==> src/rtl/router_pkt_gen.sv <==
// Packet source for the 1x3 router: turns one command into header, payload and parity bytes,
// holding the bus under busy, then samples router err for ERR_WAIT cycles before accepting more.
module router_pkt_gen #(
    parameter int ERR_WAIT = 3,
    parameter int CNT_W    = 16
) (
    input  logic             clock,
    input  logic             reset,
    input  logic             cmd_valid,
    output logic             cmd_ready,
    input  logic [1:0]       cmd_addr,
    input  logic [5:0]       cmd_len,
    input  logic             cmd_mode,
    input  logic [7:0]       cmd_seed,
    input  logic             busy,
    input  logic             err,
    output logic [7:0]       data_out,
    output logic             pkt_valid,
    output logic             cmd_err,
    output logic             done,
    output logic             pkt_err,
    output logic [CNT_W-1:0] pkt_count,
    output logic [7:0]       err_count
);

    typedef enum logic [2:0] {
        IDLE    = 3'd0,
        HEADER  = 3'd1,
        PAYLOAD = 3'd2,
        PARITY  = 3'd3,
        ERRWAIT = 3'd4
    } state_t;

    state_t             state, state_nxt;
    logic [7:0]         data_out_nxt;
    logic               pkt_valid_nxt, cmd_err_nxt, done_nxt, pkt_err_nxt;
    logic [CNT_W-1:0]   pkt_count_nxt;
    logic [7:0]         err_count_nxt;
    logic [7:0]         lfsr, lfsr_nxt;      // payload byte currently on the bus
    logic [7:0]         parity, parity_nxt;
    logic [5:0]         rem, rem_nxt;
    logic [5:0]         len, len_nxt;
    logic               mode, mode_nxt;
    logic [3:0]         wcnt, wcnt_nxt;
    logic               err_seen, err_seen_nxt;
    logic [7:0]         next_pl;
    logic               seen;

    // Successor of the current payload byte: increment or Fibonacci LFSR step.
    assign next_pl   = mode ? {lfsr[6:0], lfsr[7] ^ lfsr[5] ^ lfsr[4] ^ lfsr[3]}
                            : lfsr + 8'd1;
    assign cmd_ready = (state == IDLE);
    assign seen      = err_seen | err;

    always_comb begin
        state_nxt     = state;
        data_out_nxt  = data_out;
        pkt_valid_nxt = pkt_valid;
        cmd_err_nxt   = 1'b0;
        done_nxt      = 1'b0;
        pkt_err_nxt   = pkt_err;
        pkt_count_nxt = pkt_count;
        err_count_nxt = err_count;
        lfsr_nxt      = lfsr;
        parity_nxt    = parity;
        rem_nxt       = rem;
        len_nxt       = len;
        mode_nxt      = mode;
        wcnt_nxt      = wcnt;
        err_seen_nxt  = err_seen;
        case (state)
            IDLE: begin
                if (cmd_valid) begin
                    if (cmd_addr == 2'd3 || cmd_len == 6'd0) begin
                        cmd_err_nxt = 1'b1;
                    end else begin
                        len_nxt       = cmd_len;
                        mode_nxt      = cmd_mode;
                        // An all-zero LFSR would lock up, so seed 0 becomes 1 in LFSR mode.
                        lfsr_nxt      = (cmd_mode && cmd_seed == 8'd0) ? 8'd1 : cmd_seed;
                        pkt_err_nxt   = 1'b0;
                        data_out_nxt  = {cmd_len, cmd_addr};
                        pkt_valid_nxt = 1'b1;
                        state_nxt     = HEADER;
                    end
                end
            end
            HEADER: begin
                if (!busy) begin
                    parity_nxt   = data_out;
                    rem_nxt      = len;
                    data_out_nxt = lfsr;
                    state_nxt    = PAYLOAD;
                end
            end
            PAYLOAD: begin
                if (!busy) begin
                    parity_nxt = parity ^ data_out;
                    rem_nxt    = rem - 6'd1;
                    if (rem == 6'd1) begin
                        data_out_nxt  = parity ^ data_out;
                        pkt_valid_nxt = 1'b0;
                        state_nxt     = PARITY;
                    end else begin
                        lfsr_nxt     = next_pl;
                        data_out_nxt = next_pl;
                    end
                end
            end
            PARITY: begin
                if (!busy) begin
                    data_out_nxt = 8'd0;
                    wcnt_nxt     = 4'(ERR_WAIT);
                    err_seen_nxt = 1'b0;
                    state_nxt    = ERRWAIT;
                end
            end
            ERRWAIT: begin
                err_seen_nxt = seen;
                if (wcnt <= 4'd1) begin
                    wcnt_nxt      = 4'd0;
                    done_nxt      = 1'b1;
                    pkt_count_nxt = pkt_count + CNT_W'(1);
                    pkt_err_nxt   = seen;
                    if (seen && err_count != 8'hFF)
                        err_count_nxt = err_count + 8'd1;
                    state_nxt     = IDLE;
                end else begin
                    wcnt_nxt = wcnt - 4'd1;
                end
            end
            default: state_nxt = IDLE;
        endcase
    end

    always_ff @(posedge clock or posedge reset) begin
        if (reset) begin
            state     <= IDLE;
            data_out  <= 8'd0;
            pkt_valid <= 1'b0;
            cmd_err   <= 1'b0;
            done      <= 1'b0;
            pkt_err   <= 1'b0;
            pkt_count <= '0;
            err_count <= 8'd0;
            lfsr      <= 8'd0;
            parity    <= 8'd0;
            rem       <= 6'd0;
            len       <= 6'd0;
            mode      <= 1'b0;
            wcnt      <= 4'd0;
            err_seen  <= 1'b0;
        end else begin
            state     <= state_nxt;
            data_out  <= data_out_nxt;
            pkt_valid <= pkt_valid_nxt;
            cmd_err   <= cmd_err_nxt;
            done      <= done_nxt;
            pkt_err   <= pkt_err_nxt;
            pkt_count <= pkt_count_nxt;
            err_count <= err_count_nxt;
            lfsr      <= lfsr_nxt;
            parity    <= parity_nxt;
            rem       <= rem_nxt;
            len       <= len_nxt;
            mode      <= mode_nxt;
            wcnt      <= wcnt_nxt;
            err_seen  <= err_seen_nxt;
        end
    end

endmodule

==> config.mk <==
export PLATFORM = sky130hd
export DESIGN_NAME = router_pkt_gen
export DESIGN_NICKNAME = d
export VERILOG_FILES = /design/src/rtl/router_pkt_gen.sv
export SDC_FILE = /design/constraint.sdc
export NUM_CORES = 1
export LEC_CHECK = 0
export BUFFER_PORTS_ARGS = -buffer_cell sky130_fd_sc_hd__buf_2
export CELL_PAD_IN_SITES_DETAIL_PLACEMENT = 1
export CELL_PAD_IN_SITES_GLOBAL_PLACEMENT = 1
export CORE_ASPECT_RATIO = 1.2
export CORE_MARGIN = 5
export CORE_UTILIZATION = 35
export DETAILED_ROUTE_END_ITERATION = 10
export PLACE_DENSITY = 0.75
export SYNTH_ARGS = -nofsm -noshare
export SYNTH_HDL_FRONTEND = slang
export SYNTH_SLANG_ARGS = --single-unit
==> constraint.sdc <==
create_clock -name clock -period 6.2 [get_ports clock]
set_input_delay 1.24 -clock clock [delete_from_list [all_inputs] [get_ports clock]]
set_output_delay 1.24 -clock clock [all_outputs]
set_load 0.005 [all_outputs]
Yosys cells after proc, flatten, opt, wreduce, memory -nomap -nowiden
Cells that the tools add are included.
{"block": "word_totals", "regBits": 73, "latch_bits": 0, "mem_bits_rw": 0, "mem_bits_ro": 0, "input_bits": 22, "out_inout_bits": 37, "elab_cells": 110, "mem_count": 0}
{"block": "classes", "add_sub_neg": 5, "mul": 0, "div_mod_pow": 0, "magnitude_cmp": 1, "eq_ne": 15, "n_shift": 0, "muxes": 47, "n_bitwise": 6, "n_reduce_logical": 21}
{"op": "2-to-1 mux 8 bit", "n": 14}
{"op": "case mux 8 bit (2 select lines)", "n": 2}
{"op": "case mux 8 bit (4 select lines)", "n": 1}
{"op": "2-to-1 mux 3 bit", "n": 7}
{"op": "adder 16 x 1 -> 16 bit, second input constant", "n": 1}
{"op": "adder 8 x 1 -> 8 bit, second input constant", "n": 2}
{"op": "inequality test 2 bit, second input constant", "n": 8}
{"op": "case mux 3 bit (5 select lines)", "n": 1}
{"op": "2-to-1 mux 1 bit", "n": 13}
{"op": "2-to-1 mux 6 bit", "n": 2}
{"op": "case mux 6 bit (2 select lines)", "n": 1}
{"op": "AND reduction 5 bit", "n": 2}
{"op": "AND reduction 3 bit", "n": 3}
{"op": "logical NOT 8 bit", "n": 1}
{"op": "2-to-1 mux 4 bit", "n": 2}
{"op": "inequality test 8 bit, second input constant", "n": 1}
{"op": "case mux 4 bit (2 select lines)", "n": 1}
{"op": "nonzero test 2 bit", "n": 4}
{"op": "XOR 8 bit", "n": 1}
{"op": "AND reduction 7 bit", "n": 1}
{"op": "equality test 3 x 2 -> 1 bit, second input constant", "n": 2}
{"op": "equality test 6 x 1 -> 1 bit, second input constant", "n": 1}
{"op": "logical NOT 6 bit", "n": 1}
{"op": "case mux 1 bit (2 select lines)", "n": 3}
{"op": "other kinds (16)", "n": 20}

Logic depth before layout (Yosys ltp)
Gate-level depths: netlist (run 1).
{"block": "depth", "depth_word": 7, "mapped_depth": 9, "mapped_depth_nobuf": 8}

Least setup slack after synthesis (run 1)
No wires, ideal clock.
{"block": "synth_timing", "path_type": "input port to flip-flop", "from": "input port cmd_len[2]", "to": "register lfsr[4]", "setup_ns": 0.125, "arrival_ns": 2.801, "required_ns": 6.075, "setup_slack_ns": 3.275, "path_stages": 4, "path_buffers": 0, "path_cell_list": "or4_1 > o311a_1 > o31ai_2 > mux2_2"}
{"block": "synth_between", "elab_chain_len": 4}
{"item": "start: declaration", "line": "12", "source": "input logic [5:0] cmd_len,"}
{"item": "logical NOT 6 bit", "line": "74", "source": "if (cmd_addr == 2'd3 || cmd_len == 6'd0) begin"}
{"item": "logical OR 1 bit", "line": "74"}
{"item": "inequality test 2 bit (no source line)"}
{"item": "AND reduction 5 bit (no source line)"}
{"item": "end signal: assignment", "line": "162", "source": "lfsr <= lfsr_nxt;"}
{"item": "end: declaration", "line": "39", "source": "logic [7:0] lfsr, lfsr_nxt;"}
Every way passes these cells.
A chain may end at the register's enable or synchronous reset.

Worst setup path in the final report (run 1)
{"block": "layout_timing", "from": "register state[1]", "to": "output port cmd_ready"}
{"block": "layout_between", "elab_chain_len": 1}
{"item": "start: declaration", "line": "34", "source": "state_t state, state_nxt;"}
{"item": "start signal: assignment", "line": "154", "source": "state <= state_nxt;"}
{"item": "logical NOT 3 bit", "line": "52", "source": "assign cmd_ready = (state == IDLE);"}
{"item": "end: declaration", "line": "10", "source": "output logic cmd_ready,"}
Every way passes these cells.

==> results.toml, run 1 <==
[floorplanning]
core_um2 = 11500
io-pin-count = 59
die_h_um = 128
die_area_um2 = 13900
fp.dieW_um = 108
rows = 43
initial_core_util_pct = 35.4

[synth]
syn_inst = 448
yosysMostFrequentCell = "dfrtp_1"
synthArstFlopShare_pct = 100
synth_area_um2 = 4060
syn_nets = 477
synth-edff-count = 0
ys_seq_area_share_pct = 45.0
ys_warn_count = 0
synth.avg_cell_area_um2 = 9.06
synth_area_leader_cell = "dfrtp_1"
synthFlopType = "dfrtp_1"
synth_area_leaders = "dfrtp_1 (45%), xnor2_1 (5.6%), nor2_1 (5.4%), o21ai_0 (4.2%), a21oi_1 (3.9%)"
ys_types = 54
ys_ff_latch = 73
synth_top_area_share_pct = 45.0
synth_commonest_cells = "dfrtp_1 (73), nor2_1 (58), nand2_1 (35), o21ai_0 (34), a21oi_1 (32)"

[placement]
dpl-instance-area_um2 = 4470
port_buffers = 58
gp_congestion = 0.786
hpwl_um = 8040

[route]
firstDrtPassIters = 4
dr_total_vias = 3548
via_per_inst = 5.38
drtAntennaViolNets = 0
drc = 0
wl_um = 11100
wl_per_cell_um = 16.9
drt_iter0_drc = 135

[setup_path]
path_class = "reg2out"
critPathLaunchType = "flop"
crit_arrival_ns = 2.11
critical_path_peak_fanout = 27
required_ns = 4.96
cp-end-kind = "output pin"

[cells_and_area]
fin_nets = 526
multi_input_area_um2 = 2070
final_cell_area_um2 = 4760
drive_gt1_share_pct = 18.7
seqCellArea_um2 = 1830
syn_to_final_growth_pct = 17.4
fillers = 1361
diodes = 0

[clock_network]
htree_levels = 3
hold_buffers = 0
cts_made_buffers = 9
clkTransAtPathRegs_ns = 0.06
clock-root-buffer = "clkbuf_16"
cts.sinks = 73
clock_path_buffers = 2
cts_resized = 0
clock_latency_ns = 0.33
cts_setup_buffers = 0
cts_tree = "yes"

[sta]
min_period_ns = 3.35
final_max_slew_viol_count = 0
setup_viol = 0
finalHoldViolCount = 0
finalSetupTns_ns = 0
grt_setup_unrepaired = "no"
slew_headroom_pct = 35.7
max_freq_mhz = 298
finClkSkew_ns = 0.00376
period_share_pct = 54.1
worst_pin_slew_ns = 0.964

[grt]
antenna_found_initial = 0
grt_use_total_pct = 17.1
grt-ovfl-total = 0
grt_max_degree = 74
grt_pass1_wl_um = 18900
grt_pass1_vias = 3815

[job]
cap_violations = 0

[pwr]
ir_drop_mv = 0.290
leakagePower_nw = 2.15
power_w = 0.00243
power_density_nw_per_um2 = 511

[run_status]
status = "finished clean"

[worst_hold_path]
hold_class = "reg2reg"
flip-flops by register name, summed over array words and instances, names as in the netlist:
signal and count:
mode 1, parity 8, lfsr 8, state 3
done 1, pkt_err 1, pkt_count 16, err_seen 1
wcnt 4, cmd_err 1, err_count 8, data_out 8
len 6, pkt_valid 1, rem 6
worst max-delay path: stages, from the launching register on:
cell and delay [ns]:
dfrtp_1 0.73, or2_2 0.57, nor2_1 0.30, buf_2 0.18
layout by cell type (no fill, tap or decap), types with 7 or more instances in the layout:
cell type and count:
xor2_1 11, ha_1 7, nand3_1 11, mux2_2 9, xnor2_1 26, o22ai_1 7, o21ai_0 34, dfrtp_1 73
nand2_1 35, nor3_1 14, and3_1 7, nor2_1 58, a21oi_1 32, a31oi_1 11, buf_2 58, clkbuf_16 9
inv_1 15
routing by layer:
layer	up-vias	part of all wire, %	track usage [%]
li1	1702	-	-
met1	1747	43	20.4
met2	78	50	30.1
met3	21	3.9	2.47
met4	0	2.5	7.88
met5	-	0	0
final timing paths:
check                               from             to  cells past startpoint  slack (ns)
max                             state[1]      cmd_ready                      3        2.85
min                        pkt_count[15]  pkt_count[15]                      1        0.47
max reg2reg                     state[1]   err_count[1]                      4        3.33
min reg2reg                pkt_count[15]  pkt_count[15]                      1        0.47
max in group asynchronous          reset        lfsr[5]                      3        4.38
min in group asynchronous          reset   pkt_count[6]                      3        1.20
layout make-up:
cell class              instances  share of cell area [%]
multi-input cells             336                    43.5
flip-flops and latches         73                    38.4
repair buffers                 61                    6.57
clock buffers                   9                    4.73
well taps                     157                    4.13
clock inverters                 7                    1.50
inverters                      16                    1.26
kinds of logic after synthesis:
family / synth area share (%)
adder cells (fa/ha/maj): 2.16
buffers and inverters: 3.98
flip-flops: 45.0
AO/OA/AOI/OAI: 17.8
AND/OR/NAND/NOR: 19.5
multiplexers: 3.48
XOR/XNOR: 7.99
power breakdown:
| part | switching (W) | internal (W) |
|---|---|---|
| registers | 0.000260 | 0.000641 |
| clock network | 0.000214 | 0.000311 |
| logic | 0.000577 | 0.000430 |
| total | 0.00105 | 0.00138 |
stage by stage:
step | util [%] | setup WS (ns) | cells | hold slack [ns]
global route | 41.6 | 2.73 | 659 | 0.493
finish | 41.6 | 2.85 | 659 | 0.473
floorplan | - | 3.11 | 448 | 0.468
global placement | 39.0 | 2.67 | 643 | 0.457
detailed placement | 39.0 | 2.60 | 643 | 0.474
CTS | 41.6 | 2.84 | 659 | 0.486
Power figures use the tool's default switching activity.
==> run 2: changes to the inputs <==
--- a/config.mk
+++ b/config.mk
@@ -12,7 +12,7 @@
 export CORE_MARGIN = 5
 export CORE_UTILIZATION = 35
 export DETAILED_ROUTE_END_ITERATION = 10
-export PLACE_DENSITY = 0.75
+export PLACE_DENSITY = 0.78
 export SYNTH_ARGS = -nofsm -noshare
 export SYNTH_HDL_FRONTEND = slang
 export SYNTH_SLANG_ARGS = --single-unit
==> constraint.sdc (replaced) <==
create_clock -name clock -period 2.9 [get_ports clock]
set_input_delay 0.58 -clock clock [delete_from_list [all_inputs] [get_ports clock]]
set_output_delay 0.58 -clock clock [all_outputs]
set_load 0.005 [all_outputs]
==> run 2 against run 1 <==
  * Sequential share of layout area decreased by 0.58 points
  * Via count increased by 1.0%
  * Setup slack got worse by 2.4 ns
  * Design area increased by 1.5%
  * Final cell count increased by 0.91%
  * Clock skew increased by 0.0013 ns
  * Utilization increased by 0.63 points
  * Wire length increased by 1.4%
  * Power increased by 120%
  * Sequential cell count unchanged
  * Critical path type unchanged
  * Largest power group unchanged
==> results.toml, run 2 (synthesized netlist as in run 1, its figures left out) <==
[sta]
finalSetupTns_ns = 0
finalHoldViolCount = 0
setup_viol = 0
finClkSkew_ns = 0.00504
max_freq_mhz = 411
worst_pin_slew_ns = 0.841
grt_setup_unrepaired = "no"
min_period_ns = 2.44
period_share_pct = 84.0
final_max_slew_viol_count = 0
slew_headroom_pct = 43.8

[worst_hold_path]
hold_class = "in2async"

[placement]
hpwl_um = 8180
gp_congestion = 0.798
port_buffers = 58

[floorplanning]
rows = 43
core_um2 = 11500
die_area_um2 = 13900
initial_core_util_pct = 35.4
io-pin-count = 59
die_h_um = 128
fp.dieW_um = 108

[cells_and_area]
drive_gt1_share_pct = 19.5
fin_nets = 532
final_common_cell = "dfrtp_1"
syn_to_final_growth_pct = 19.1
final_cell_mix = "dfrtp_1 (73), nor2_1 (58), buf_2 (58), nand2_1 (35), o21ai_0 (34)"
largest_register_ffs = 16
largest-register = "pkt_count"
diodes = 0
final_util_pct = 42.2

[clock_network]
clock_latency_ns = 0.34
clkTransAtPathRegs_ns = 0.06
hold_buffers = 0
clock-root-buffer = "clkbuf_16"
cts.sinks = 73
cts_made_buffers = 9
htree_levels = 3
cts_tree = "yes"
clock_path_buffers = 2
cts_setup_buffers = 0
cts_resized = 0

[grt]
antenna_found_initial = 1
grt_pass1_vias = 3769
grt_pass1_wl_um = 18900
grt_max_degree = 74
grt_use_total_pct = 17.3
grt-ovfl-total = 0

[route]
top_layer_used = "met5"
met2_length_um = 5640
drc = 0
wl_um = 11300
route.met3.wl_um = 523
wl_per_cell_um = 17.0
drtAntennaViolNets = 0
via_per_inst = 5.39
firstDrtPassIters = 6
m1WireLength_um = 4760
dr_total_vias = 3584
drt_iter0_drc = 169

[setup_path]
rr_startpoint = "state[1]"
reg2reg_to = "data_out[1]"
critical_path_peak_fanout = 26
crit_arrival_ns = 1.86
path_class = "reg2out"
required_ns = 2.32
r2r_slack_ns = 0.56
ff2ff_path_depth = 6
cp-end-kind = "output pin"
critPathLaunchType = "flop"

[pwr]
seqPwrFrac_pct = 34.5
combPwrFrac_pct = 43.2
power.share.switching_pct = 42.2
power_density_nw_per_um2 = 1100
switchingPower_w = 0.00225
power_w = 0.00533
pwr-share-clk_pct = 22.2
leakagePower_nw = 2.20
ir_drop_mv = 0.441
power.internal_w = 0.00308

[run_status]
status = "finished clean"

[job]
cap_violations = 0
## run 2: per-layer routing
layer  up-vias  global-route usage, %
met1      1771                   21.1
met5         -                      0
met2        80                   28.9
li1       1706                      -
met4         2                   8.92
met3        25                   3.38
## run 2: how the worst max path moves through the flow
stage | from | endpoint
after floorplan | reset | cmd_err
after global placement | cmd_len[2] | data_out[5]
after detailed placement | cmd_len[2] | data_out[6]
after CTS | state[1] | cmd_ready
after global routing | state[1] | data_out[5]
final | state[1] | cmd_ready
## run 2: area by class of cell
class / count / area, um^2
clock inverters: 6 / 82.6
inverters: 16 / 60.1
fillers: 1357 / 6630
multi-input cells: 336 / 2070
well taps: 157 / 196
flip-flops and latches: 73 / 1830
repair buffers: 67 / 370
clock buffers: 10 / 229
## run 2: power groups by stage
stage | registers [W] | logic (W) | clock network (W)
CTS | 0.00184 | 0.00233 | 0.00122
finish | 0.00184 | 0.00230 | 0.00118
detailed placement | 0.00185 | 0.00229 | 0
global placement | 0.00182 | 0.00217 | 0
floorplan | 0.00169 | 0.00173 | 0
global route | 0.00190 | 0.00262 | 0.00125
## run 2: critical path, stage by stage, from the launching register on
cell	delay [ns]
dfrtp_1	0.37
buf_4	0.23
or2_2	0.41
nor2_1	0.31
buf_2	0.19
## run 2: per-stage QoR
stage	cell area (um^2)	worst slack (ns)	hold slack [ns]	cells
global route	4830	0.325	0.364	665
finish	4830	0.464	0.302	665
floorplan	4060	0.467	0.468	448
detailed placement	4520	0.353	0.480	649
CTS	4830	0.470	0.342	665
global placement	4520	0.463	0.457	649
